File: src/rtl/clock_pkg.sv
`default_nettype none
// ============================================================================
// Package     : clock_pkg
// Description : Shared constants, run-state enum and helpers for the clock
//               datapath stages (seconds / minutes / hours).
// Revision    : 1.0 - initial release
// ============================================================================
package clock_pkg;

  localparam int SEC_MAX = 59;
  localparam int TIME_W  = 6;

  typedef enum logic [0:0] {
    STOPPED = 1'b0,
    RUNNING = 1'b1
  } run_state_e;

  // Modulo-(max+1) increment used by every time-of-day stage
  function automatic logic [TIME_W-1:0] wrap_inc(input logic [TIME_W-1:0] v,
                                                 input logic [TIME_W-1:0] max);
    return (v == max) ? '0 : v + TIME_W'(1);
  endfunction

endpackage
`default_nettype wire

File: src/rtl/tick_prescaler.sv
`default_nettype none
// ============================================================================
// Module      : tick_prescaler
// Description : Free-running divide-by-CLK_HZ counter. terminal is high in the
//               cycle the counter sits at CLK_HZ-1 while enabled; the counter
//               wraps to 0 on that same edge. Holds its value when disabled.
// Revision    : 1.0 - initial release
// ============================================================================
module tick_prescaler #(
  parameter int CLK_HZ     = 50_000_000,
  parameter int PRESCALE_W = (CLK_HZ > 1) ? $clog2(CLK_HZ) : 1
) (
  input  logic clk,
  input  logic rst_n,
  input  logic en,
  input  logic clr,
  output logic terminal
);

  // Terminal count truncated to the counter width
  localparam logic [PRESCALE_W-1:0] C_TERM = PRESCALE_W'(CLK_HZ - 1);

  logic [PRESCALE_W-1:0] count_q;
  logic [PRESCALE_W-1:0] count_d;

  // Next count: clear wins, otherwise advance and wrap at terminal while enabled
  always_comb begin
    terminal = en && (count_q == C_TERM);
    count_d  = count_q;
    if (clr) begin
      count_d = '0;
    end else if (en) begin
      count_d = terminal ? '0 : count_q + PRESCALE_W'(1);
    end
  end

  // Counter register
  always_ff @(posedge clk or negedge rst_n) begin
    if (!rst_n) begin
      count_q <= '0;
    end else begin
      count_q <= count_d;
    end
  end

endmodule
`default_nettype wire

File: src/rtl/seconds_counter.sv
`default_nettype none
// ============================================================================
// Module      : seconds_counter
// Description : Divides the system clock to 1 Hz and counts seconds 0..59 with
//               start/stop control, a validated preset handshake and
//               registered tick / rollover pulses for the minutes stage.
// Revision    : 1.0 - initial release
// ============================================================================
module seconds_counter
  import clock_pkg::*;
#(
  parameter int CLK_HZ = 50_000_000
) (
  input  logic              clk,
  input  logic              rst_n,
  input  logic              start,
  input  logic              stop,
  input  logic              set_valid,
  input  logic [TIME_W-1:0] set_value,
  output logic              set_ready,
  output logic              set_err,
  output logic [TIME_W-1:0] seconds,
  output logic              sec_tick,
  output logic              sec_rollover,
  output logic              running
);

  localparam int PRESCALE_W = (CLK_HZ > 1) ? $clog2(CLK_HZ) : 1;
  localparam logic [TIME_W-1:0] C_SEC_MAX = TIME_W'(SEC_MAX);

  run_state_e        state_q, state_d;
  logic [TIME_W-1:0] seconds_q, seconds_d;
  logic              sec_tick_q, sec_tick_d;
  logic              sec_rollover_q, sec_rollover_d;
  logic              set_err_q, set_err_d;

  logic              presc_en;
  logic              presc_term;
  logic              preset_take;
  logic              preset_ok;

  // Preset is only consumed while stopped; in-range values also realign the prescaler
  always_comb begin
    preset_take = set_valid && (state_q == STOPPED);
    preset_ok   = preset_take && (set_value <= C_SEC_MAX);
    presc_en    = (state_q == RUNNING);
  end

  tick_prescaler #(
    .CLK_HZ     (CLK_HZ),
    .PRESCALE_W (PRESCALE_W)
  ) u_prescaler (
    .clk      (clk),
    .rst_n    (rst_n),
    .en       (presc_en),
    .clr      (preset_ok),
    .terminal (presc_term)
  );

  // FSM state register
  always_ff @(posedge clk or negedge rst_n) begin
    if (!rst_n) begin
      state_q <= STOPPED;
    end else begin
      state_q <= state_d;
    end
  end

  // FSM next state: stop has priority over start
  always_comb begin
    state_d = state_q;
    case (state_q)
      STOPPED: if (start && !stop) state_d = RUNNING;
      RUNNING: if (stop)           state_d = STOPPED;
      default:                     state_d = STOPPED;
    endcase
  end

  // FSM outputs
  always_comb begin
    running   = (state_q == RUNNING);
    set_ready = (state_q == STOPPED);
  end

  // Seconds datapath and pulse generation; terminal and preset are mutually exclusive
  always_comb begin
    seconds_d      = seconds_q;
    sec_tick_d     = 1'b0;
    sec_rollover_d = 1'b0;
    set_err_d      = preset_take && !preset_ok;
    if (presc_term) begin
      seconds_d      = wrap_inc(seconds_q, C_SEC_MAX);
      sec_tick_d     = 1'b1;
      sec_rollover_d = (seconds_q == C_SEC_MAX);
    end else if (preset_ok) begin
      seconds_d = set_value;
    end
  end

  // Seconds and pulse registers
  always_ff @(posedge clk or negedge rst_n) begin
    if (!rst_n) begin
      seconds_q      <= '0;
      sec_tick_q     <= 1'b0;
      sec_rollover_q <= 1'b0;
      set_err_q      <= 1'b0;
    end else begin
      seconds_q      <= seconds_d;
      sec_tick_q     <= sec_tick_d;
      sec_rollover_q <= sec_rollover_d;
      set_err_q      <= set_err_d;
    end
  end

  assign seconds      = seconds_q;
  assign sec_tick     = sec_tick_q;
  assign sec_rollover = sec_rollover_q;
  assign set_err      = set_err_q;

endmodule
`default_nettype wire
File: config.mk
export PLATFORM = sky130hd
export DESIGN_NAME = seconds_counter
export DESIGN_NICKNAME = d
export VERILOG_FILES = /design/src/rtl/clock_pkg.sv /design/src/rtl/tick_prescaler.sv /design/src/rtl/seconds_counter.sv
export SDC_FILE = /design/constraint.sdc
export NUM_CORES = 1
export LEC_CHECK = 0
export BUFFER_PORTS_ARGS = -buffer_cell sky130_fd_sc_hd__buf_2
export CORE_UTILIZATION = 57
export DETAILED_ROUTE_END_ITERATION = 12
export GPL_TIMING_DRIVEN = 0
export PLACE_DENSITY = 0.89
export REMOVE_ABC_BUFFERS = 1
export SYNTH_ARGS = -nofsm -noshare
export SYNTH_HDL_FRONTEND = slang
export SYNTH_SLANG_ARGS = --single-unit
File: constraint.sdc
create_clock -name clk -period 3.3 [get_ports clk]
set_clock_uncertainty 0.2 [all_clocks]
set_input_delay 0.66 -clock clk [delete_from_list [all_inputs] [get_ports clk]]
set_output_delay 0.66 -clock clk [all_outputs]
set_load 0.05 [all_outputs]
Yosys cells after proc, flatten, opt, wreduce, memory -nomap -nowiden
Cells that the tools add are included.
{ "word_totals": {"mem_count": 0, "reg_bits": 36, "wordCells": 32, "out_inout_bits": 11, "mem_bits_ro": 0, "latchBits": 0, "mem_bits_rw": 0, "inputBits": 11} }
{ "classes": {"n_eq_ne": 2, "muxes": 11, "reduce_logical": 9, "multipliers": 0, "add_sub_neg": 2, "n_shift": 0, "bitwise": 1, "n_div": 0, "order_cmp": 1} }
{ "op_table": {"columns": ["cell", "count"], "rows": [
  ["26-bit two-way mux", 3],
  ["26-bit by 1-bit adder with 26-bit output (second input constant)", 1],
  ["26-bit == test (second input constant)", 1],
  ["6-bit two-way mux", 3],
  ["6-bit by 1-bit adder with 6-bit output (second input constant)", 1],
  ["6-bit == test (second input constant)", 1],
  ["6-bit less-or-equal comparator (second input constant)", 1],
  ["1-bit logical AND", 5],
  ["1-bit two-way mux", 4],
  ["2-bit nonzero test", 2],
  ["1-bit zero test", 2],
  ["1-bit one-hot mux with 2 select lines", 1],
  ["1-bit inverter", 1]
]} }

Depth between registers and ports, before layout
Gate-level depths: netlist (run 1).
{ "logic_depth": {"word_depth": 5, "depth_mapped": 8, "ltp_nobuf": 7} }

Cells and area by module
Synthesis (run 1) repeated with hierarchy kept, for this count alone.
{ "unflattened": {"cells_unflattened": 207, "hier_area_um2": 2034.5} }
{ "by_module_without_submodules": {"columns": ["module", "seq_area_each_um2", "area_each_um2", "cells_per_inst", "n_inst"], "rows": [
  ["tick_prescaler", 650.6, 1492.7, 157, 1],
  ["seconds_counter", 250.2, 541.8, 50, 1]
]} }

Worst setup path before layout (run 1)
OpenSTA, ideal clock, no wires.
{ "synth_path": {"path_type": "register to register", "startpoint": "register state_q, in the netlist running", "endpoint": "register seconds_q[5], in the netlist seconds[5]", "setup_time_ps": 80, "required_time_ps": 3020, "path_slack_ps": 913, "n_path_buf": 1, "arrival_ps": 2107, "stages_incl_launch_ff": 7, "period_less_slack_ps": 2387, "path_cell_list": "dfrtp_1 and4_1 nand4_1 or4_4 buf_6 or3_4 o211ai_2"} }
{ "synth_between": {"elab_chain_cells": 4, "elab_cells_between_ends": 6, "cone_classes": "1 x mux; 1 x bitwise; 4 x reduce/logical"} }
{ "synth_rtl": {"columns": ["element", "line", "text"], "rows": [
  ["from (decl)", "seconds_counter.sv:31", "run_state_e state_q, state_d;"],
  ["from (signal assigned)", "seconds_counter.sv:65", "state_q <= state_d;"],
  ["1-bit inverter", "seconds_counter.sv:44", "preset_take = set_valid && (state_q == STOPPED);"],
  ["1-bit logical AND", "seconds_counter.sv:44", null],
  ["1-bit logical AND", "seconds_counter.sv:45", "preset_ok = preset_take && (set_value <= C_SEC_MAX);"],
  ["2-bit nonzero test (no line)", null, null],
  ["to (signal assigned)", "seconds_counter.sv:108", "seconds_q <= seconds_d;"],
  ["to (decl)", "seconds_counter.sv:32", "logic [TIME_W-1:0] seconds_q, seconds_d;"]
]} }
Several ways; a longest one is shown, not always the timed one.
A chain may end at the register's enable or synchronous reset.

Worst setup path after layout (run 1)
{ "layout_path": {"startpoint": "register state_q, in the netlist running", "endpoint": "register seconds_q[2], in the netlist seconds[2]"} }
Same word-level chain as after synthesis.

==> flow_metrics.env, run 1 <==
export IMPL_fp_dieH_um=59.59
export IMPL_mostFrequentLayoutCell="dfrtp_1"
export IMPL_final_util_pct=67.22
export IMPL_core_um2=3103
export IMPL_insertion_delay_ns=0.33
export IMPL_dr_pass1_iters=4
export IMPL_cp_end_kind="flop"
export IMPL_period_share_pct=80.93
export IMPL_start_util_pct=60.93
export IMPL_numCtsBuffers=5
export IMPL_setup_viol=0
export IMPL_switching_share_pct=30.41
export IMPL_arrival_ns=2.70
export IMPL_htree_num_levels=2
export IMPL_routed_wl_um=3915
export IMPL_avgSynthCellArea_um2=9.548
export IMPL_area_growth_pct=10.32
export IMPL_power_switching_uw=264.3
export IMPL_clkPwrFrac_pct=27.3
export IMPL_pin_count=22
export IMPL_start_kind="flop"
export IMPL_cts_sinks=36
export IMPL_antenna_cells=0
export IMPL_cap_violations=0
export IMPL_cts_setup_buffers=0
export IMPL_critical_path_max_fanout=15
export IMPL_final_min_clock_period_ns=2.671
export IMPL_synth_ff_type="dfrtp_1"
export IMPL_seqPwrFrac_pct=57.2
export IMPL_cell_internal_pwr_uw=604.7
export IMPL_fin_nets=234
export IMPL_synth_distinct_cells=41
export IMPL_clockBufferDepth=2
export IMPL_netlist_area_leader_share_pct=47.65
export IMPL_yosys_area_top_type="dfrtp_1"
export IMPL_outcome="completed"
export IMPL_synth_area_leaders="dfrtp_1 (48%), xor2_1 (7.4%), nor2_1 (5.0%), nand4_1 (4.3%), nand3_1 (3.4%)"
export IMPL_ir_worst_vdd_mv=0.3016
export IMPL_synth_ff_latch_count=36
export IMPL_ctsHoldBuffers=0
export IMPL_hold_viol_final=0
export IMPL_fin_ws_ns=0.6292
export IMPL_power_density_nw_per_um2=416.6
export IMPL_netlist_area_um2=1891
export IMPL_drive_gt1_share_pct=15.32
export IMPL_die_w_um=59.59
export IMPL_grt_pass1_vias=1477
export IMPL_dr_first_iter_drc_count=106
export IMPL_tritoncts="built"
export IMPL_yosysWarnings=0
export IMPL_overflow=0
export IMPL_grt_first_pass_wirelength_um=6658
export IMPL_hold_class="input pin to asynchronous set/reset pin"
export IMPL_slew_headroom_pct=37.21
export IMPL_viasPerCell=5.898
export IMPL_port_buffers=21
export IMPL_max_freq_mhz=374.4
export IMPL_rows=20
export IMPL_ys_seq_area_share_pct=47.65
export IMPL_clkTransAtPathRegs_ns=0.10
export IMPL_track_usage_pct=25.72
export IMPL_grt_max_degree=37
export IMPL_cts_root_buf="clkbuf_4"
export IMPL_place_gp_congestion=0.8896
export IMPL_mostFrequentLayoutCells="dfrtp_1 (36), nor2_1 (25), buf_2 (21), nand2_1 (16), xor2_1 (16)"
export IMPL_wire_per_inst_um=14.72
export IMPL_hpwl_um=2779
export IMPL_syn_inst=198
export IMPL_post_place_ws_ns=0.6246
export IMPL_rsz0062_at_grt="false"
export IMPL_p_leak_uw=0.0009445
export IMPL_ant_nets=0
export IMPL_dieArea_um2=3551
export IMPL_antenna_found_initial=0
export IMPL_drc=0
export IMPL_async_flop_share_pct=100.0
export IMPL_required_ns=3.33
export IMPL_cts_repair_resize_count=0
export IMPL_drv_slew=0
export IMPL_path_class="flop to flop"
export IMPL_synth_edff_count=0
export IMPL_comb_power_share_pct=15.5
export IMPL_dr_total_vias=1569
export IMPL_tightestPinTransition_ns=0.9362
per-layer routing:
metal | up-vias | global-route usage [%] | part of all wire [%]
met4 | 0 | 9.967 | 0.95
li1 | 771 | - | -
met5 | - | 0 | 0
met3 | 5 | 4.585 | 4.5
met1 | 751 | 35.72 | 46
met2 | 42 | 40.29 | 49
cell type report:
class | instances | area, um^2
Timing Repair Buffer | 22 | 116.4
Multi-Input combinational cell | 150 | 929.6
Inverter | 6 | 22.52
Fill cell | 258 | 1017
Tap cell | 44 | 55.05
Clock buffer | 6 | 51.30
Sequential cell | 36 | 900.9
Clock inverter | 2 | 10.01
power groups by stage:
stage	registers, uW	logic, uW	clock network (uW)
3_5_place_dp	506	136	0
6_report	497	134	237
2_1_floorplan	539	51.9	0
3_3_place_gp	504	131	0
5_1_grt	503	147	260
4_1_cts	497	136	245
cells in the mapped netlist (all sizes together) (4+ instances only):
master	n
o21ai	10
inv	6
nand2	16
dfrtp	36
clkbuf	4
nand4	13
a21oi	9
and3	5
nor2	25
nand3	13
or3	4
xor2	16
per-stage QoR:
| stage | TNS (ns) | std cells | cell area (um^2) | hold WS (ns) | power [uW] |
|---|---|---|---|---|---|
| 2_1_floorplan | 0 | 192 | 1853 | 0.1644 | 590.5 |
| 3_3_place_gp | -1.947 | 257 | 2013 | 0.3056 | 635.0 |
| 3_5_place_dp | 0 | 258 | 2024 | 0.3139 | 641.3 |
| 4_1_cts | 0 | 266 | 2086 | 0.2127 | 877.9 |
| 5_1_grt | 0 | 266 | 2086 | 0.2510 | 910.5 |
| 6_report | 0 | 266 | 2086 | 0.1950 | 868.9 |
state kept, by name, summed over array words and instances (netlist names):
signal,flops
running,1
seconds,6
sec_tick,1
u_prescaler.count_q,26
sec_rollover,1
set_err,1
path summary, 6_finish.rpt:
kind,startpoint,endpoint,slack (ns),depth (start not counted)
max,running$_DFF_PN0_,seconds[2]$_DFFE_PN0P_,0.63,5
min,rst_n,seconds[4]$_DFFE_PN0P_,0.20,1
max reg2reg,running$_DFF_PN0_,seconds[2]$_DFFE_PN0P_,0.63,5
min reg2reg,u_prescaler.count_q[0]$_DFFE_PN0P_,u_prescaler.count_q[0]$_DFFE_PN0P_,0.33,1
max in group asynchronous,rst_n,u_prescaler.count_q[21]$_DFFE_PN0P_,2.21,1
min in group clk,stop,running$_DFF_PN0_,0.28,2
cell families (layout without fill, tap and decap cells):
family / Yosys count / in the layout / synth area share, %
buffers and inverters: 12 / 36 / 3.176
adders and majority gates: 2 / 2 / 1.323
DFF: 36 / 36 / 47.65
and+or+nand+nor: 95 / 95 / 27.53
AOI/OAI and AO/OA: 35 / 35 / 11.98
xor gates and xnor gates: 18 / 18 / 8.339
critical path: stages, from the launching register on:
cell	delay, ns
dfrtp_1	0.62
and4_1	0.35
nand4_1	0.19
o21ai_1	0.67
o21ai_0	0.21
a211o_1	0.33
Power figures use the tool's default switching activity.
==> run 2: changes to the inputs <==
Settings changed: ABC_AREA set to 1, CORE_UTILIZATION 57 to 59, PLACE_DENSITY 0.89 to 0.9.
Clock period 3.3 ns to 2.6 ns, I/O delays scaled along.
==> flow_metrics.env, run 2 <==
export IMPL_wire_per_inst_um=12.94
export IMPL_final_min_clock_period_ns=2.108
export IMPL_path_class="flop to flop"
export IMPL_arrival_ns=2.06
export IMPL_netlist_area_leader_share_pct=39.05
export IMPL_grt_pass1_vias=2104
export IMPL_clkPwrFrac_pct=32.4
export IMPL_grt_first_pass_wirelength_um=8949
export IMPL_numCtsBuffers=5
export IMPL_fin_nets=357
export IMPL_dr_pass1_iters=6
export IMPL_seqPwrFrac_pct=49.3
export IMPL_cts_sinks=36
export IMPL_htree_num_levels=2
export IMPL_reg2regPathDepth=10
export IMPL_power_density_nw_per_um2=507.9
export IMPL_mostFrequentLayoutCell="nand2_1"
export IMPL_async_flop_share_pct=100.0
export IMPL_start_kind="flop"
export IMPL_crit_slowest_cell="dfrtp_1"
export IMPL_synth_edff_count=0
export IMPL_nFillCells=336
export IMPL_clkTransAtPathRegs_ns=0.07
export IMPL_drive_gt1_share_pct=18.55
export IMPL_power_switching_uw=407.5
export IMPL_synth_commonest_cells="nand2_1 (90), nor2_1 (67), dfrtp_1 (36), inv_1 (33), nand3_1 (18)"
export IMPL_p_leak_uw=0.001221
export IMPL_synth_area_leaders="dfrtp_1 (39%), nand2_1 (15%), nor2_1 (11%), inv_1 (5.4%), nand3_2 (4.8%)"
export IMPL_mostFrequentLayoutCells="nand2_1 (90), nor2_1 (67), dfrtp_1 (36), inv_1 (33), buf_2 (21)"
export IMPL_final_util_pct=67.95
export IMPL_synth_distinct_cells=28
export IMPL_rrSetupSlack_ns=0.49
export IMPL_largest_register_ffs=26
export IMPL_max_freq_mhz=474.4
export IMPL_fp_dieH_um=64.54
export IMPL_total_power_uw=1282
export IMPL_period_share_pct=81.08
export IMPL_overflow=0
export IMPL_comb_power_share_pct=18.2
export IMPL_viasPerCell=5.466
export IMPL_rsz0062_at_grt="false"
export IMPL_port_buffers=21
export IMPL_slowest_delay_ns=0.49
export IMPL_ir_worst_vdd_mv=0.4187
export IMPL_ant_nets=0
export IMPL_antenna_found_initial=0
export IMPL_pin_count=22
export IMPL_place_gp_congestion=0.8994
export IMPL_ctsHoldBuffers=0
export IMPL_routed_wl_um=5087
export IMPL_die_w_um=64.54
export IMPL_cell_internal_pwr_uw=874.8
export IMPL_start_util_pct=62.09
export IMPL_netlist_area_um2=2307
export IMPL_outcome="completed"
export IMPL_synth_most_common_cell="nand2_1"
export IMPL_setup_viol=0
export IMPL_cp_common_cell="nand2_1"
export IMPL_critPathLaunch="running$_DFF_PN0_"
export IMPL_timing_hold_ws_ns=0.1184
export IMPL_cts_root_buf="clkbuf_8"
export IMPL_rows=22
export IMPL_antenna_cells=0
export IMPL_track_usage_pct=28.43
export IMPL_hold_viol_final=0
export IMPL_switching_share_pct=31.78
export IMPL_setup_tns_ns=0
export IMPL_cap_violations=0
export IMPL_clockBufferDepth=2
export IMPL_drc=0
export IMPL_cts_setup_buffers=0
export IMPL_required_ns=2.56
export IMPL_yosysWarnings=0
export IMPL_tritoncts="built"
export IMPL_r2r_start="running$_DFF_PN0_"
export IMPL_grt_max_degree=37
export IMPL_avgSynthCellArea_um2=7.210
export IMPL_cp_end_kind="flop"
export IMPL_tightestPinTransition_ns=0.8178
export IMPL_top_register="u_prescaler.count_q"
export IMPL_yosys_area_top_type="dfrtp_1"
export IMPL_syn_inst=320
export IMPL_insertion_delay_ns=0.29
export IMPL_dr_first_iter_drc_count=172
export IMPL_dr_total_vias=2148
export IMPL_crit_chain="inv_2 -> nand2_4 -> inv_2 -> o21ai_2 -> nand2_2 -> nand2_1 -> nor2_1 -> nand2_1 -> nand2_1 -> nor2_1"
export IMPL_slew_headroom_pct=45.48
export IMPL_drv_slew=0
export IMPL_core_um2=3716
export IMPL_cts_repair_resize_count=0
export IMPL_hold_class="input pin to asynchronous set/reset pin"
export IMPL_hpwl_um=3710
export IMPL_synth_ff_latch_count=36
export IMPL_ys_seq_area_share_pct=39.05
export IMPL_dieArea_um2=4165
export IMPL_area_growth_pct=9.436
export IMPL_critical_path_max_fanout=22
export IMPL_synth_ff_type="dfrtp_1"
## run 2: per-layer routing
| metal | global-route usage, % | share of wire [%] | up-vias |
|---|---|---|---|
| met5 | 0 | 0 | - |
| met4 | 15.28 | 2.3 | 0 |
| met3 | 6.162 | 5.3 | 12 |
| met2 | 47.11 | 49 | 67 |
| met1 | 34.40 | 43 | 1011 |
| li1 | - | - | 1058 |
## run 2: final cells by class
| type | instances | area (um^2) | area share [%] |
|---|---|---|---|
| repair buffers | 21 | 105.1 | 4.163 |
| multi-input cells | 244 | 1234 | 48.86 |
| well taps | 48 | 60.06 | 2.379 |
| clock buffers | 8 | 90.09 | 3.568 |
| inverters | 36 | 135.1 | 5.352 |
| flip-flops and latches | 36 | 900.9 | 35.68 |
## run 2: power groups by stage
stage,sequential [uW],combinational [uW],clock [uW]
global route,638,259,444
detailed placement,643,235,0
CTS,632,236,424
finish,632,234,416
global placement,640,227,0
floorplan,687,120,0
## run 2: path summary, 6_finish.rpt
path                                                  endpoint
setup / recovery            u_prescaler.count_q[9]$_DFFE_PN0P_
hold / removal             u_prescaler.count_q[25]$_DFFE_PN0P_
setup reg to reg            u_prescaler.count_q[9]$_DFFE_PN0P_
hold reg to reg             u_prescaler.count_q[1]$_DFFE_PN0P_
max in group asynchronous   u_prescaler.count_q[7]$_DFFE_PN0P_
min in group clk                             running$_DFF_PN0_
## run 2: logic make-up (layout without fill, tap and decap cells)
group,count (synthesis),after routing,synth area share [%]
AO/OA/AOI/OAI,10,10,2.657
XOR/XNOR,5,5,1.898
adder cells (fa/ha/maj),2,2,1.084
buffers and inverters,40,65,7.483
flip-flops,36,36,39.05
AND/OR/NAND/NOR,227,227,47.83
## run 2: worst max-delay path: cells and delay by family (launching register included)
kind,cells,cell delay [ns]
flip-flops,1,0.49
AND/OR/NAND/NOR,7,1.01
buffers and inverters,2,0.21
AO/OA/AOI/OAI,1,0.07
## run 2: per-stage QoR
| stage | setup slack (ns) | area, um^2 | instances |
|---|---|---|---|
| after global routing | 0.3199 | 2525 | 393 |
| final | 0.4920 | 2525 | 393 |
| after global placement | 0.4811 | 2435 | 385 |
| after detailed placement | 0.4624 | 2435 | 385 |
| after floorplan | 0.3543 | 2270 | 316 |
| after CTS | 0.4864 | 2525 | 393 |
==> run 3: changes to the inputs <==
Settings changed: CORE_UTILIZATION 59 to 53, PLACE_DENSITY 0.9 to 0.86.
Clock period 2.6 ns to 1.7 ns, I/O delays scaled along.
==> flow_metrics.env, run 3 (synthesized netlist as in run 2, its figures left out) <==
export IMPL_p_leak_uw=0.001438
export IMPL_holdPathStages=3
export IMPL_violations="setup timing"
export IMPL_mostFrequentLayoutCells="nand2_1 (84), nor2_1 (54), dfrtp_1 (32), inv_1 (31), buf_4 (28)"
export IMPL_clkTransAtPathRegs_ns=0.08
export IMPL_ir_worst_vdd_mv=0.6462
export IMPL_dp_cells=387
export IMPL_largest_register_ffs=26
export IMPL_slew_headroom_pct=44.19
export IMPL_crit_chain="buf_4 -> nand2_2 -> nor3_2 -> nand3_2 -> nor2_8 -> nor2_4 -> buf_12 -> nand2_2 -> nand3_2"
export IMPL_start_kind="flop"
export IMPL_ant_nets=0
export IMPL_clockBufferDepth=2
export IMPL_dieArea_um2=4621
export IMPL_hold_class="input pin to flop"
export IMPL_fin_nets=392
export IMPL_fin_cells=430
export IMPL_drive_gt1_share_pct=34.74
export IMPL_rsz0062_at_grt="true"
export IMPL_cp_num_buf_inv=2
export IMPL_min_delay_start="set_value[1]"
export IMPL_crit_slowest_cell="dfrtp_2"
export IMPL_r2r_start="running$_DFF_PN0_"
export IMPL_port_buffers=21
export IMPL_wire_per_inst_um=15.80
export IMPL_switching_share_pct=33.15
export IMPL_power_density_nw_per_um2=703.1
export IMPL_antenna_found_initial=0
export IMPL_fin_ws_ns=-0.05705
export IMPL_cts_sinks=36
export IMPL_pin_count=22
export IMPL_fp_dieH_um=67.98
export IMPL_cts_root_buf="clkbuf_8"
export IMPL_overflow=0
export IMPL_htree_num_levels=2
export IMPL_antenna_cells=0
export IMPL_power_switching_uw=709.1
export IMPL_start_util_pct=56.46
export IMPL_place_gp_congestion=0.8980
export IMPL_timing_hold_ws_ns=0.05681
export IMPL_cp_end_kind="flop"
export IMPL_outcome="complete, but fails checks"
export IMPL_reg2regPathDepth=9
export IMPL_rrSetupSlack_ns=-0.06
export IMPL_insertion_delay_ns=0.30
export IMPL_rr_endpoint="seconds[0]$_DFFE_PN0P_"
export IMPL_grt_first_pass_wirelength_um=10050
export IMPL_slowest_delay_ns=0.42
export IMPL_placed_area_um2=2437
export IMPL_core_um2=4086
export IMPL_post_place_ws_ns=-0.4055
export IMPL_required_ns=1.69
export IMPL_area_growth_pct=31.83
export IMPL_rows=23
export IMPL_dr_pass1_iters=5
export IMPL_cell_internal_pwr_uw=1430
export IMPL_design_area_um2=3042
export IMPL_tritoncts="built"
export IMPL_path_class="flop to flop"
export IMPL_drv_slew=0
export IMPL_dr_first_iter_drc_count=267
export IMPL_clkPwrFrac_pct=31.1
export IMPL_critical_path_max_fanout=8
export IMPL_drc=0
export IMPL_seqPwrFrac_pct=45.7
export IMPL_hold_viol_final=0
export IMPL_grt_pass1_vias=2225
export IMPL_cap_violations=0
export IMPL_arrival_ns=1.74
export IMPL_track_usage_pct=29.65
export IMPL_final_min_clock_period_ns=1.757
export IMPL_grt_max_degree=37
export IMPL_top_register="u_prescaler.count_q"
export IMPL_numCtsBuffers=5
export IMPL_mostFrequentLayoutCell="nand2_1"
export IMPL_setup_tns_ns=-0.5577
export IMPL_tightestPinTransition_ns=0.8372
export IMPL_min_to="seconds[1]$_DFFE_PN0P_"
export IMPL_dr_total_vias=2436
export IMPL_cp_top_family="simple AND/OR/NAND/NOR gates"
export IMPL_die_w_um=67.98
export IMPL_max_freq_mhz=569.1
export IMPL_period_share_pct=103.4
export IMPL_comb_power_share_pct=23.3
export IMPL_setup_viol=23
export IMPL_hpwl_um=3628
export IMPL_routed_wl_um=6793
export IMPL_viasPerCell=5.665
## run 3: cell count changes in the layout (fill, tap and decap cells not counted), sizes merged
cell	delta
clkinv	+1
dlygate4sd3	+2
clkbuf	-1
nand2	+2
buf	+31
inv	-1
clkinvlp	+1
## run 3: layer usage
| layer | share of wire [%] | GRT usage, % |
|---|---|---|
| met1 | 39 | 35.99 |
| met2 | 51 | 50.37 |
| met3 | 6.4 | 5.333 |
| met4 | 3.9 | 14.06 |
| met5 | 0 | 0 |
## run 3: how the worst max path moves through the flow
stage,from,to,slack (ns),cells after the start
5_1_grt,running$_DFF_PN0_,u_prescaler.count_q[5]$_DFFE_PN0P_,-0.11,9
2_1_floorplan,running$_DFF_PN0_,u_prescaler.count_q[11]$_DFFE_PN0P_,-0.55,8
3_5_place_dp,u_prescaler.count_q[0]$_DFFE_PN0P_,u_prescaler.count_q[17]$_DFFE_PN0P_,-0.41,8
6_report,running$_DFF_PN0_,seconds[0]$_DFFE_PN0P_,-0.06,9
4_1_cts,running$_DFF_PN0_,u_prescaler.count_q[13]$_DFFE_PN0P_,-0.005,10
3_3_place_gp,u_prescaler.count_q[0]$_DFFE_PN0P_,u_prescaler.count_q[17]$_DFFE_PN0P_,-0.36,8
## run 3: power groups by stage
stage	Sequential [uW]	Combinational, uW	Clock, uW
2_1_floorplan	1050	183	0
3_3_place_gp	978	347	0
3_5_place_dp	981	356	0
4_1_cts	973	431	659
5_1_grt	984	537	704
6_report	976	498	664
## run 3: layout make-up
class | instances | area (um^2)
multi-input combinational | 246 | 1444
fill | 283 | 1045
sequential | 36 | 905.9
timing repair buffer | 54 | 392.9
inverter | 36 | 142.6
clock buffer | 7 | 86.33
tap | 50 | 62.56
clock inverter | 1 | 7.507
## run 3: timing repair
| action | in CTS | in global routing |
|---|---|---|
| endpoints found under the setup margin | 32 | 31 |
| gates cloned | 1 | 1 |
| resized for setup | 22 | 36 |
| hold endpoints to repair | 37 | 0 |
| setup buffers | 14 | 17 |
| hold buffers | 2 | 0 |
| pin swaps | 6 | 18 |
## run 3: tightest hold or removal path: cells and delay by family
family | cells | cell delay [ns]
buffers and inverters | 1 | 0.08
and+or+nand+nor | 2 | 0.11
## run 3: metrics by stage
step / utilization, % / total power [uW]
3_5_place_dp: 59.64 / 1337
6_report: 74.43 / 2139
5_1_grt: 74.43 / 2225
4_1_cts: 68.00 / 2063
3_3_place_gp: 59.64 / 1325
2_1_floorplan: - / 1235
